[src/rtl/ssr_interrogation_ctrl.sv]
// ssr_interrogation_ctrl
// Sequences the SSR Mode A/C reply decoder across interrogation periods.
// Each period fires a one-cycle tx_trig carrying the interlaced mode, waits
// out a dead time, then holds rx_sync high over the listen window. Rising
// edges of the decoder's valid inside the capture window are queued as
// reply reports in a small first-word-fall-through FIFO.
//
// Ports
//   clk, rst        system clock, asynchronous active-high reset
//   enable          run interrogation periods while high
//   tx_trig         one-cycle transmit pulse
//   tx_mode         mode of the current period (0 = Mode A, 1 = Mode C)
//   rx_sync         listen-window gate to the decoder
//   dec_valid       decoder reply valid (may be high for several cycles)
//   dec_a..dec_d    decoder code groups
//   dec_rg          decoder range
//   rpt_valid       report FIFO not empty
//   rpt_ready       downstream accept; pops on rpt_valid & rpt_ready
//   rpt_code        {A,B,C,D} of the head entry
//   rpt_range       range of the head entry
//   rpt_mode        tx_mode at capture
//   rpt_seq         interrogation sequence number at capture
//   busy            controller is not idle
//   drop_cnt        replies lost to a full FIFO, saturating at 255
module ssr_interrogation_ctrl #(
  parameter int          PRF_PERIOD   = 400,
  parameter int          DEAD_LEN     = 16,
  parameter int          LISTEN_LEN   = 300,
  parameter int          PATTERN_LEN  = 2,
  parameter logic [7:0]  MODE_PATTERN = 8'h02,
  parameter int          FIFO_DEPTH   = 4
) (
  input  logic        clk,
  input  logic        rst,
  input  logic        enable,
  output logic        tx_trig,
  output logic        tx_mode,
  output logic        rx_sync,
  input  logic        dec_valid,
  input  logic [2:0]  dec_a,
  input  logic [2:0]  dec_b,
  input  logic [2:0]  dec_c,
  input  logic [2:0]  dec_d,
  input  logic [19:0] dec_rg,
  output logic        rpt_valid,
  input  logic        rpt_ready,
  output logic [11:0] rpt_code,
  output logic [19:0] rpt_range,
  output logic        rpt_mode,
  output logic [7:0]  rpt_seq,
  output logic        busy,
  output logic [7:0]  drop_cnt
);

  localparam int CW = $clog2(PRF_PERIOD);
  localparam int AW = $clog2(FIFO_DEPTH);

  // Period-counter values at which the FSM changes phase.
  localparam logic [CW-1:0] DEAD_END   = CW'(DEAD_LEN);
  localparam logic [CW-1:0] LISTEN_END = CW'(DEAD_LEN + LISTEN_LEN);
  localparam logic [CW-1:0] FIRST_HOLD = CW'(DEAD_LEN + LISTEN_LEN + 1);
  localparam logic [CW-1:0] PERIOD_END = CW'(PRF_PERIOD - 1);

  typedef enum logic [2:0] {IDLE, TX, DEAD, LISTEN, HOLD} state_t;

  typedef struct packed {
    logic [11:0] code;
    logic [19:0] rg;
    logic        mode;
    logic [7:0]  seq;
  } entry_t;

  state_t          state;
  logic [CW-1:0]   cnt;
  logic [2:0]      idx;
  logic [7:0]      seq;
  logic            dec_valid_q;

  logic            period_end;
  logic            start;
  logic            in_window;
  logic            push;
  logic            pop;
  logic            full;
  logic            push_ok;

  entry_t          mem [FIFO_DEPTH];
  entry_t          last_head;
  entry_t          head;
  entry_t          new_entry;
  logic [AW-1:0]   wr_ptr;
  logic [AW-1:0]   rd_ptr;
  logic [AW:0]     count;

  // The capture window extends one cycle into HOLD because the decoder's
  // valid lags rx_sync by a register stage.
  always_comb begin
    period_end = (state == HOLD) && (cnt == PERIOD_END);
    start      = enable && ((state == IDLE) || period_end);
    in_window  = (state == LISTEN) || ((state == HOLD) && (cnt == FIRST_HOLD));
    push       = in_window && dec_valid && !dec_valid_q;
  end

  always_ff @(posedge clk or posedge rst) begin
    if (rst) begin
      state   <= IDLE;
      cnt     <= '0;
      idx     <= '0;
      seq     <= '0;
      tx_trig <= 1'b0;
      tx_mode <= 1'b0;
      rx_sync <= 1'b0;
      busy    <= 1'b0;
    end else begin
      tx_trig <= 1'b0;
      if (start) begin
        state   <= TX;
        cnt     <= '0;
        tx_trig <= 1'b1;
        tx_mode <= MODE_PATTERN[idx];
        seq     <= seq + 8'd1;
        idx     <= (idx == 3'(PATTERN_LEN - 1)) ? 3'd0 : idx + 3'd1;
        busy    <= 1'b1;
      end else begin
        case (state)
          IDLE: ;
          TX: begin
            state <= DEAD;
            cnt   <= cnt + CW'(1);
          end
          DEAD: begin
            cnt <= cnt + CW'(1);
            if (cnt == DEAD_END) begin
              state   <= LISTEN;
              rx_sync <= 1'b1;
            end
          end
          LISTEN: begin
            cnt <= cnt + CW'(1);
            if (cnt == LISTEN_END) begin
              state   <= HOLD;
              rx_sync <= 1'b0;
            end
          end
          HOLD: begin
            if (period_end) begin
              state <= IDLE;
              busy  <= 1'b0;
            end else begin
              cnt <= cnt + CW'(1);
            end
          end
          default: begin
            state   <= IDLE;
            rx_sync <= 1'b0;
            busy    <= 1'b0;
          end
        endcase
      end
    end
  end

  // Cleared in TX so a valid still high from the previous period cannot
  // masquerade as a fresh edge.
  always_ff @(posedge clk or posedge rst) begin
    if (rst) dec_valid_q <= 1'b0;
    else     dec_valid_q <= (state == TX) ? 1'b0 : dec_valid;
  end

  always_comb begin
    new_entry = {dec_a, dec_b, dec_c, dec_d, dec_rg, tx_mode, seq};
    rpt_valid = (count != '0);
    pop       = rpt_valid && rpt_ready;
    full      = (count == (AW + 1)'(FIFO_DEPTH));
    push_ok   = push && (!full || pop);
    // When empty the outputs keep showing the most recently popped entry.
    head      = rpt_valid ? mem[rd_ptr] : last_head;
    rpt_code  = head.code;
    rpt_range = head.rg;
    rpt_mode  = head.mode;
    rpt_seq   = head.seq;
  end

  always_ff @(posedge clk or posedge rst) begin
    if (rst) begin
      for (int i = 0; i < FIFO_DEPTH; i++) mem[i] <= '0;
      last_head <= '0;
      wr_ptr    <= '0;
      rd_ptr    <= '0;
      count     <= '0;
      drop_cnt  <= '0;
    end else begin
      if (push_ok) begin
        mem[wr_ptr] <= new_entry;
        wr_ptr      <= wr_ptr + AW'(1);
      end
      if (pop) begin
        last_head <= mem[rd_ptr];
        rd_ptr    <= rd_ptr + AW'(1);
      end
      case ({push_ok, pop})
        2'b10:   count <= count + (AW + 1)'(1);
        2'b01:   count <= count - (AW + 1)'(1);
        default: ;
      endcase
      if (push && !push_ok && (drop_cnt != 8'hFF))
        drop_cnt <= drop_cnt + 8'd1;
    end
  end

endmodule

[config.mk]
export PLATFORM = sky130hd
export DESIGN_NAME = ssr_interrogation_ctrl
export DESIGN_NICKNAME = d
export VERILOG_FILES = /design/src/rtl/ssr_interrogation_ctrl.sv
export SDC_FILE = /design/constraint.sdc
export NUM_CORES = 1
export LEC_CHECK = 0
export CORE_MARGIN = 2
export CORE_UTILIZATION = 53
export DETAILED_ROUTE_END_ITERATION = 10
export PLACE_DENSITY = 0.8
export SLEW_MARGIN = 10
export SYNTH_ARGS = -nofsm -noshare
export SYNTH_HDL_FRONTEND = slang
export SYNTH_SLANG_ARGS = --single-unit
export TNS_END_PERCENT = 1
[constraint.sdc]
create_clock -name clk -period 8.6 [get_ports clk]
set_input_delay 1.29 -clock clk [delete_from_list [all_inputs] [get_ports clk]]
set_output_delay 1.29 -clock clk [all_outputs]
set_load 0.005 [all_outputs]
==> results.toml, run 1 <==
[final_layout]
nets = 886
drive_gt1_share_pct = 21.9
multiInputGateArea_um2 = 4990
fin_util_pct = 62.0
num_antenna_cells = 0
areaGrowthSynthToFinish_pct = 15.5
fillers = 1614
seq_area_um2 = 6210
finalInstanceArea_um2 = 13500

[logic_synthesis]
synth_nets = 811
synth_area_leader_cell = "dfrtp_1"
syn_inst = 763
synth_top_area_share_pct = 53.3
synthTopCellsByCount = "dfrtp_1 (248), mux2_1 (170), mux2_2 (80)"
yosysSeqAreaShare_pct = 53.3
synth.distinct_cells = 65
synth-seq-cells = 248
ys_warn_count = 0
yosysMostFrequentCell = "dfrtp_1"
synth_area_um2 = 11700
synth.avg_cell_area_um2 = 15.3
synthArstFlopShare_pct = 100
synth_area_leaders = "dfrtp_1 (53%), mux2_1 (16%), mux4_2 (7.9%), mux2_2 (7.7%), buf_6 (2.1%)"
synth-edff-count = 0
ys.flop_type = "dfrtp_1"

[hold_path]
min-delay-start = "busy$_DFFE_PP0P_"
worstHoldPathType = "register to register"
hold_depth = 1
hold_end = "busy$_DFFE_PP0P_"

[critical_path]
startpoint_type = "register"
r2r_end = "count[2]$_DFFE_PP0P_"
worstPathRequired_ns = 7.31
crit_cells = 4
crit_path_max_incr_delay_ns = 0.73
end_kind = "output pin"
cp_num_buf_inv = 2
path_delay_family = "buffers and inverters"
criticalPathCategory = "register to output pin"
reg2regPathDepth = 9
r2r_slack_ns = 5.66
crit_path_max_fanout = 27
arrival_ns = 3.19
reg2reg_from = "count[0]$_DFFE_PP0P_"
crit_chain = "buf_4 -> mux4_2 -> mux2_2 -> clkdlybuf4s50_1"
slowest_stage = "dfrtp_2"

[routing]
drt_wl_total_um = 21900
drc_errors = 0
vias_per_cell = 5.73
vias = 6510
drt_first_iter_violations = 219
ant_nets = 0
drtPass1Iterations = 4
wl_per_cell_um = 19.2

[clock_network]
root_buffer = "clkbuf_16"
path_clk_slew_ns = 0.06
cts_resized = 0
clock_path_buffers = 3
clk_latency_ns = 0.52
cts-hold-fix-buffers = 0
cts_tree = "built"
cts.sinks = 248
h-tree-depth = 1
cts_buffers = 27
cts_setup_buffers = 0

[floorplan]
fp.coreArea_um2 = 21700
die_y_um = 152
num_rows = 54
die_area_um2 = 23200
initial_core_util_pct = 53.7
fp.dieW_um = 152
io_pins = 91

[pwr]
ir_drop_mv = 0.162
p_per_area_nw_per_um2 = 204
p_leak_nw = 6.55

[run]
maxCapViolations = 0

[global_route]
grt_pass1_wl_um = 37200
overflow = 0
grt_pass1_vias = 7026
antenna_found_initial = 0
grt_start_max_net_pins = 121
grt_usage_pct = 19.5

[sta]
slew_viol_final = 0
fin_crit_sh_pct = 52.1
relSlewSlack_pct = 22.4
clock.fmax_ghz = 0.223
hold_slack_ns = 0.478
fin_setup_tns_ns = 0
rsz0062_at_grt = "false"
hold_viol = 0
tightest_slew_ns = 1.15
finClkSkew_ns = 0.0160
setup_violations = 0
fin_crit_ns = 4.48

[placed_design]
place_hpwl_um = 13300
gp_congestion = 0.817
placed_cell_area_um2 = 12600
portBuffers = 90

[outcome]
run_status = "finished, final reports clean"
per-layer routing:
layer	GRT usage, %	vias to the layer above	wire, um
li1	-	2980	-
met1	26.9	3389	9770
met2	33.2	114	10900
met3	3.19	27	896
met4	3.78	0	348
met5	0	-	0
worst reg2reg max path: cells and delay by family, from the launching register on:
kind,cells,cell delay (ns)
and+or+nand+nor,3,0.81
adders and majority gates,2,0.68
buffers and inverters,2,0.65
DFF,1,0.42
xor gates and xnor gates,2,0.30
metrics by stage:
step / cells / setup slack (ns) / power (mW)
floorplan: 763 / 0.495 / 1.52
global placement: 1089 / 4.59 / 1.62
detailed placement: 1089 / 4.58 / 1.62
CTS: 1137 / 4.02 / 2.78
global route: 1137 / 3.88 / 2.86
finish: 1137 / 4.12 / 2.75
logic make-up after synthesis:
family	after synthesis	share of synthesized area (%)
muxes	296	32.5
DFF	248	53.3
and+or+nand+nor	77	4.59
buffers and inverters	64	3.94
AOI/OAI and AO/OA	45	2.79
xor gates and xnor gates	22	1.65
adders and majority gates	11	1.25
registers in the layout, summed over array words and instances (netlist names), 2 cells and up:
signal,cells
cnt,9
rd_ptr,2
mem,164
last_head,41
count,3
state,3
seq,8
wr_ptr,2
idx,3
drop_cnt,8
cell type report:
| class | count | share of cell area (%) |
|---|---|---|
| clock buffers | 37 | 5.60 |
| flip-flops and latches | 248 | 46.2 |
| well taps | 280 | 2.60 |
| multi-input cells | 451 | 37.1 |
| repair buffers | 96 | 7.03 |
| clock inverters | 11 | 1.08 |
| inverters | 14 | 0.446 |
where the power goes:
part | internal, mW | switching [mW]
Sequential | 1.19 | 0.0564
Combinational | 0.161 | 0.189
Clock | 0.702 | 0.452
cell usage in the layout, fill, tap and decap left out, types with 4 or more instances in the layout:
| master | Yosys | final |
|---|---|---|
| mux2_1 | 170 | 170 |
| nand3_1 | 12 | 12 |
| xor2_1 | 16 | 16 |
| clkbuf_16 | 0 | 27 |
| xnor2_1 | 6 | 6 |
| a21oi_1 | 4 | 4 |
| buf_4 | 0 | 6 |
| mux4_2 | 41 | 41 |
| inv_1 | 14 | 13 |
| o21ai_0 | 11 | 11 |
| dfrtp_1 | 248 | 246 |
| nand4_1 | 5 | 5 |
| clkbuf_1 | 12 | 6 |
| nor3_1 | 6 | 6 |
| clkdlybuf4s50_1 | 0 | 90 |
| clkbuf_8 | 4 | 4 |
| nor2_1 | 5 | 5 |
| nand4_4 | 4 | 4 |
| nand2_1 | 13 | 13 |
| o21bai_1 | 5 | 5 |
| mux2_2 | 80 | 80 |
| ha_1 | 10 | 10 |
| mux2i_1 | 5 | 5 |
| nor4_1 | 6 | 6 |
worst max-delay path by stage:
| stage | slack [ns] | endpoint | start |
|---|---|---|---|
| floorplan | 0.50 | busy$_DFFE_PP0P_ | rst |
| global placement | 4.59 | rpt_range[13] | rd_ptr[0]$_DFFE_PP0P_ |
| detailed placement | 4.58 | rpt_range[13] | rd_ptr[0]$_DFFE_PP0P_ |
| CTS | 4.02 | rpt_range[13] | rd_ptr[0]$_DFFE_PP0P_ |
| global route | 3.88 | rpt_range[13] | rd_ptr[0]$_DFFE_PP0P_ |
| finish | 4.12 | rpt_range[13] | rd_ptr[0]$_DFFE_PP0P_ |
Power figures use the tool's default switching activity.
==> inputs of run 2 (changes only) <==
==> constraint.sdc (replaced) <==
create_clock -name clk -period 3.9 [get_ports clk]
set_input_delay 0.585 -clock clk [delete_from_list [all_inputs] [get_ports clk]]
set_output_delay 0.585 -clock clk [all_outputs]
set_load 0.005 [all_outputs]
==> results.toml, run 2 (synthesized netlist as in run 1, its figures left out) <==
[placed_design]
placed_cell_area_um2 = 12700
gp_congestion = 0.830
place_hpwl_um = 13600
dp_slack_ns = 0.870
placedCellCount = 1096
portBuffers = 90

[pwr]
ir_drop_mv = 0.257
p_per_area_nw_per_um2 = 445
p_leak_nw = 6.59
total_power_mw = 6.01

[sta]
slew_viol_final = 0
fin_crit_ns = 3.44
hold_viol = 0
relSlewSlack_pct = 20.8
fin_setup_tns_ns = 0
clock.fmax_ghz = 0.291
rsz0062_at_grt = "false"
layout_setup_ws_ns = 0.465
hold_slack_ns = 0.464
tightest_slew_ns = 1.17
finClkSkew_ns = 0.00835
fin_crit_sh_pct = 88.1
setup_violations = 0

[critical_path]
crit_path_max_fanout = 28
reg2reg_from = "cnt[1]$_DFFE_PP0P_"
reg2regPathDepth = 12
criticalPathCategory = "register to output pin"
r2r_slack_ns = 1.35
arrival_ns = 2.85
r2r_end = "count[2]$_DFFE_PP0P_"
end_kind = "output pin"
worstPathRequired_ns = 3.31
startpoint_type = "register"

[floorplan]
io_pins = 91
fp.dieW_um = 152
fp.coreArea_um2 = 21700
die_y_um = 152
num_rows = 54
die_area_um2 = 23200
initial_core_util_pct = 53.7

[global_route]
grt_pass1_wl_um = 38000
grt_start_max_net_pins = 120
overflow = 0
grt_pass1_vias = 7189
antenna_found_initial = 0
grt_usage_pct = 19.9

[routing]
ant_nets = 0
drc_errors = 0
drtPass1Iterations = 4
wl_per_cell_um = 19.3
wl_met3_um = 863
vias = 6571
wl_met1_um = 10000
wl_met2_um = 10700
vias_per_cell = 5.75
top_layer_used = "met4"
drt_first_iter_violations = 344
drt_wl_total_um = 22100

[final_layout]
drive_gt1_share_pct = 22.4
reg_top3 = "mem: 164 flops, last_head: 41 flops, cnt: 9 flops"
nets = 892
fillers = 1618
num_antenna_cells = 0
areaGrowthSynthToFinish_pct = 16.0
finalInstanceArea_um2 = 13500
largest_register_ffs = 164
fin_cells = 1142
final_common_cell = "dfrtp_1"
fin_util_pct = 62.3
layout_common_cells = "dfrtp_1 (246), mux2_1 (170), clkdlybuf4s50_1 (90)"
regMostFlops = "mem"

[clock_network]
clk_latency_ns = 0.52
root_buffer = "clkbuf_16"
cts.sinks = 248
cts_resized = 0
cts_setup_buffers = 0
clock_path_buffers = 3
cts_tree = "built"
cts_buffers = 26
path_clk_slew_ns = 0.06
cts-hold-fix-buffers = 0
h-tree-depth = 1

[hold_path]
worstHoldPathType = "primary input to async pin"

[run]
maxCapViolations = 0

[outcome]
run_status = "finished, final reports clean"
-- run 2: power breakdown --
| group | switching, mW | internal [mW] | total, mW |
|---|---|---|---|
| sequential | 0.0961 | 2.61 | 2.71 |
| combinational | 0.450 | 0.390 | 0.840 |
| clock | 0.980 | 1.48 | 2.46 |
-- run 2: worst max-delay path by stage --
stage	to	slack [ns]	from	cells after the start
3_3_place_gp	count[2]$_DFFE_PP0P_	0.93	rpt_ready	10
6_report	rpt_code[9]	0.46	count[0]$_DFFE_PP0P_	4
3_5_place_dp	count[2]$_DFFE_PP0P_	0.87	rpt_ready	10
2_1_floorplan	busy$_DFFE_PP0P_	0.06	rst	1
4_1_cts	rpt_code[9]	0.42	count[0]$_DFFE_PP0P_	4
5_1_grt	rpt_range[19]	0.33	count[0]$_DFFE_PP0P_	4
-- run 2: critical path, stage by stage, from the launching register on --
cell and delay [ns]:
dfrtp_1 0.43, or3_2 0.73, buf_4 0.36, mux2_2 0.30
clkdlybuf4s50_1 0.50
-- run 2: layer usage --
layer	global-route usage [%]	vias to the layer above
li1	-	2984
met1	27.7	3429
met2	33.4	122
met3	3.16	36
met4	4.94	0
met5	0	-
-- run 2: layout make-up --
cell class                      count  area [um2]  share of cell area, %
Sequential cell                   248        6210                   45.9
Multi-Input combinational cell    451        4990                   36.9
Timing Repair Buffer              103        1050                   7.76
Clock buffer                       41         808                   5.98
Tap cell                          280         350                   2.59
Inverter                           14        56.3                  0.417
Clock inverter                      5        52.6                  0.389
==> inputs of run 3 (changes only) <==
--- a/config.mk
+++ b/config.mk
@@ -5,10 +5,12 @@
 export SDC_FILE = /design/constraint.sdc
 export NUM_CORES = 1
 export LEC_CHECK = 0
+export CELL_PAD_IN_SITES_DETAIL_PLACEMENT = 1
+export CELL_PAD_IN_SITES_GLOBAL_PLACEMENT = 2
 export CORE_MARGIN = 2
-export CORE_UTILIZATION = 53
+export CORE_UTILIZATION = 39
 export DETAILED_ROUTE_END_ITERATION = 10
-export PLACE_DENSITY = 0.8
+export PLACE_DENSITY = 0.81
 export SLEW_MARGIN = 10
 export SYNTH_ARGS = -nofsm -noshare
 export SYNTH_HDL_FRONTEND = slang
==> results.toml, run 3 (synthesized netlist as in run 1, its figures left out) <==
[outcome]
run_status = "finished, final reports clean"

[final_layout]
largest_register_ffs = 164
fin_cells = 1260
fillers = 2913
regMostFlops = "mem"
areaGrowthSynthToFinish_pct = 18.6
nets = 896
layout_common_cells = "dfrtp_1 (246), mux2_1 (170), clkdlybuf4s50_1 (90)"
reg_top3 = "mem: 164 flops, last_head: 41 flops, cnt: 9 flops"
num_antenna_cells = 0
drive_gt1_share_pct = 23.6
final_common_cell = "dfrtp_1"

[sta]
rsz0062_at_grt = "false"
clock.fmax_ghz = 0.289
fin_crit_sh_pct = 88.8
layout_setup_ws_ns = 0.435
fin_crit_ns = 3.47
slew_viol_final = 0
hold_viol = 0
tightest_slew_ns = 0.895
finClkSkew_ns = 0.00977
relSlewSlack_pct = 40.3
hold_slack_ns = 0.483
setup_violations = 0
fin_setup_tns_ns = 0

[hold_path]
min-delay-start = "busy$_DFFE_PP0P_"
hold_depth = 1
worstHoldPathType = "register to register"
hold_end = "busy$_DFFE_PP0P_"

[routing]
wl_met3_um = 764
top_layer_used = "met4"
wl_met2_um = 12300
drt_first_iter_violations = 197
wl_met1_um = 11500
wl_per_cell_um = 19.8
vias_per_cell = 5.30
ant_nets = 0
drt_wl_total_um = 24900
drtPass1Iterations = 4
drc_errors = 0
vias = 6683

[critical_path]
arrival_ns = 2.88
worstPathRequired_ns = 3.31
r2r_slack_ns = 1.32
slowest_stage = "or3_2"
startpoint_type = "register"
r2r_end = "count[2]$_DFFE_PP0P_"
reg2reg_from = "cnt[1]$_DFFE_PP0P_"
crit_chain = "or3_2 -> buf_12 -> mux2_2 -> clkdlybuf4s50_1"
crit_path_max_incr_delay_ns = 0.84
criticalPathCategory = "register to output pin"
startpoint = "count[0]$_DFFE_PP0P_"
end_kind = "output pin"
reg2regPathDepth = 12
crit_path_max_fanout = 23

[floorplan]
die_y_um = 177
initial_core_util_pct = 39.4
num_rows = 63
fp.coreArea_um2 = 29600
die_area_um2 = 31300
io_pins = 91
fp.dieW_um = 177

[clock_network]
cts_buffers = 28
clock_path_buffers = 3
cts-hold-fix-buffers = 0
h-tree-depth = 1
clk_latency_ns = 0.53
cts_tree = "built"
root_buffer = "clkbuf_16"
path_clk_slew_ns = 0.06
cts_setup_buffers = 0
cts_resized = 0
cts.sinks = 248

[placed_design]
portBuffers = 90
dp_slack_ns = 0.791
placedCellCount = 1208
gp_congestion = 0.734
place_hpwl_um = 15300

[global_route]
antenna_found_initial = 0
grt_pass1_wl_um = 41200
grt_start_max_net_pins = 158
overflow = 0
grt_usage_pct = 16.6
grt_pass1_vias = 7529

[pwr]
switching_power_mw = 1.62
swShare_pct = 25.7
total_power_mw = 6.32
p_comb_share_pct = 13.6
ir_drop_mv = 0.322
p_per_area_nw_per_um2 = 457
cellInternalPower_mw = 4.69
power_frac_seq_pct = 43.4
p_clk_share_pct = 43.0
p_leak_nw = 6.68

[run]
maxCapViolations = 0
-- run 3: cell count changes in the layout (fill, tap and decap cells not counted) --
cell / before / now
clkbuf_1: 6 / 2
clkinv_2: 3 / 6
buf_12: 4 / 6
clkbuf_16: 27 / 29
clkbuf_8: 8 / 10
bufinv_16: 1 / 2
clkinv_4: 0 / 1
clkinvlp_4: 2 / 3
-- run 3: final cells by class --
class	count	area (um2)	share of cell area, %
inverter	14	56.3	0.408
sequential	248	6210	44.9
tap	390	488	3.53
clock buffer	41	871	6.30
multi-input combinational	451	4990	36.1
clock inverter	11	114	0.824
timing repair buffer	105	1090	7.88
-- run 3: worst max path at each step --
stage	slack (ns)	to	cells past startpoint
6_report	0.43	rpt_code[10]	4
3_3_place_gp	0.85	count[2]$_DFFE_PP0P_	10
4_1_cts	0.38	rpt_code[10]	4
2_1_floorplan	0.06	busy$_DFFE_PP0P_	1
3_5_place_dp	0.79	count[2]$_DFFE_PP0P_	10
5_1_grt	0.31	rpt_code[10]	4
-- run 3: stage by stage --
stage | area [um2] | utilization (%)
6_report | 13800 | 46.7
5_1_grt | 13800 | 46.7
3_3_place_gp | 12800 | 43.4
3_5_place_dp | 12800 | 43.4
2_1_floorplan | 11700 | -
4_1_cts | 13800 | 46.7
-- run 3: routing by layer --
layer / GRT usage (%) / vias up
li1: - / 2988
met1: 22.6 / 3570
met2: 28.6 / 93
met3: 2.23 / 32
met4: 3.37 / 0
met5: 0 / -
-- run 3: worst max-delay path, delay by kind of cell (launching register included) --
family        cells  cell delay (ns)
flops             1             0.42
buf+inv           2             0.81
simple gates      1             0.84
mux               1             0.27
-- run 3: power by group through the flow --
stage               registers (mW)  logic (mW)  clock network, mW
CTS                           2.74       0.886               2.81
detailed placement            2.79       0.882                  0
floorplan                     2.68       0.678                  0
global placement              2.79       0.875                  0
finish                        2.74       0.861               2.71
global route                  2.76       0.933               2.90
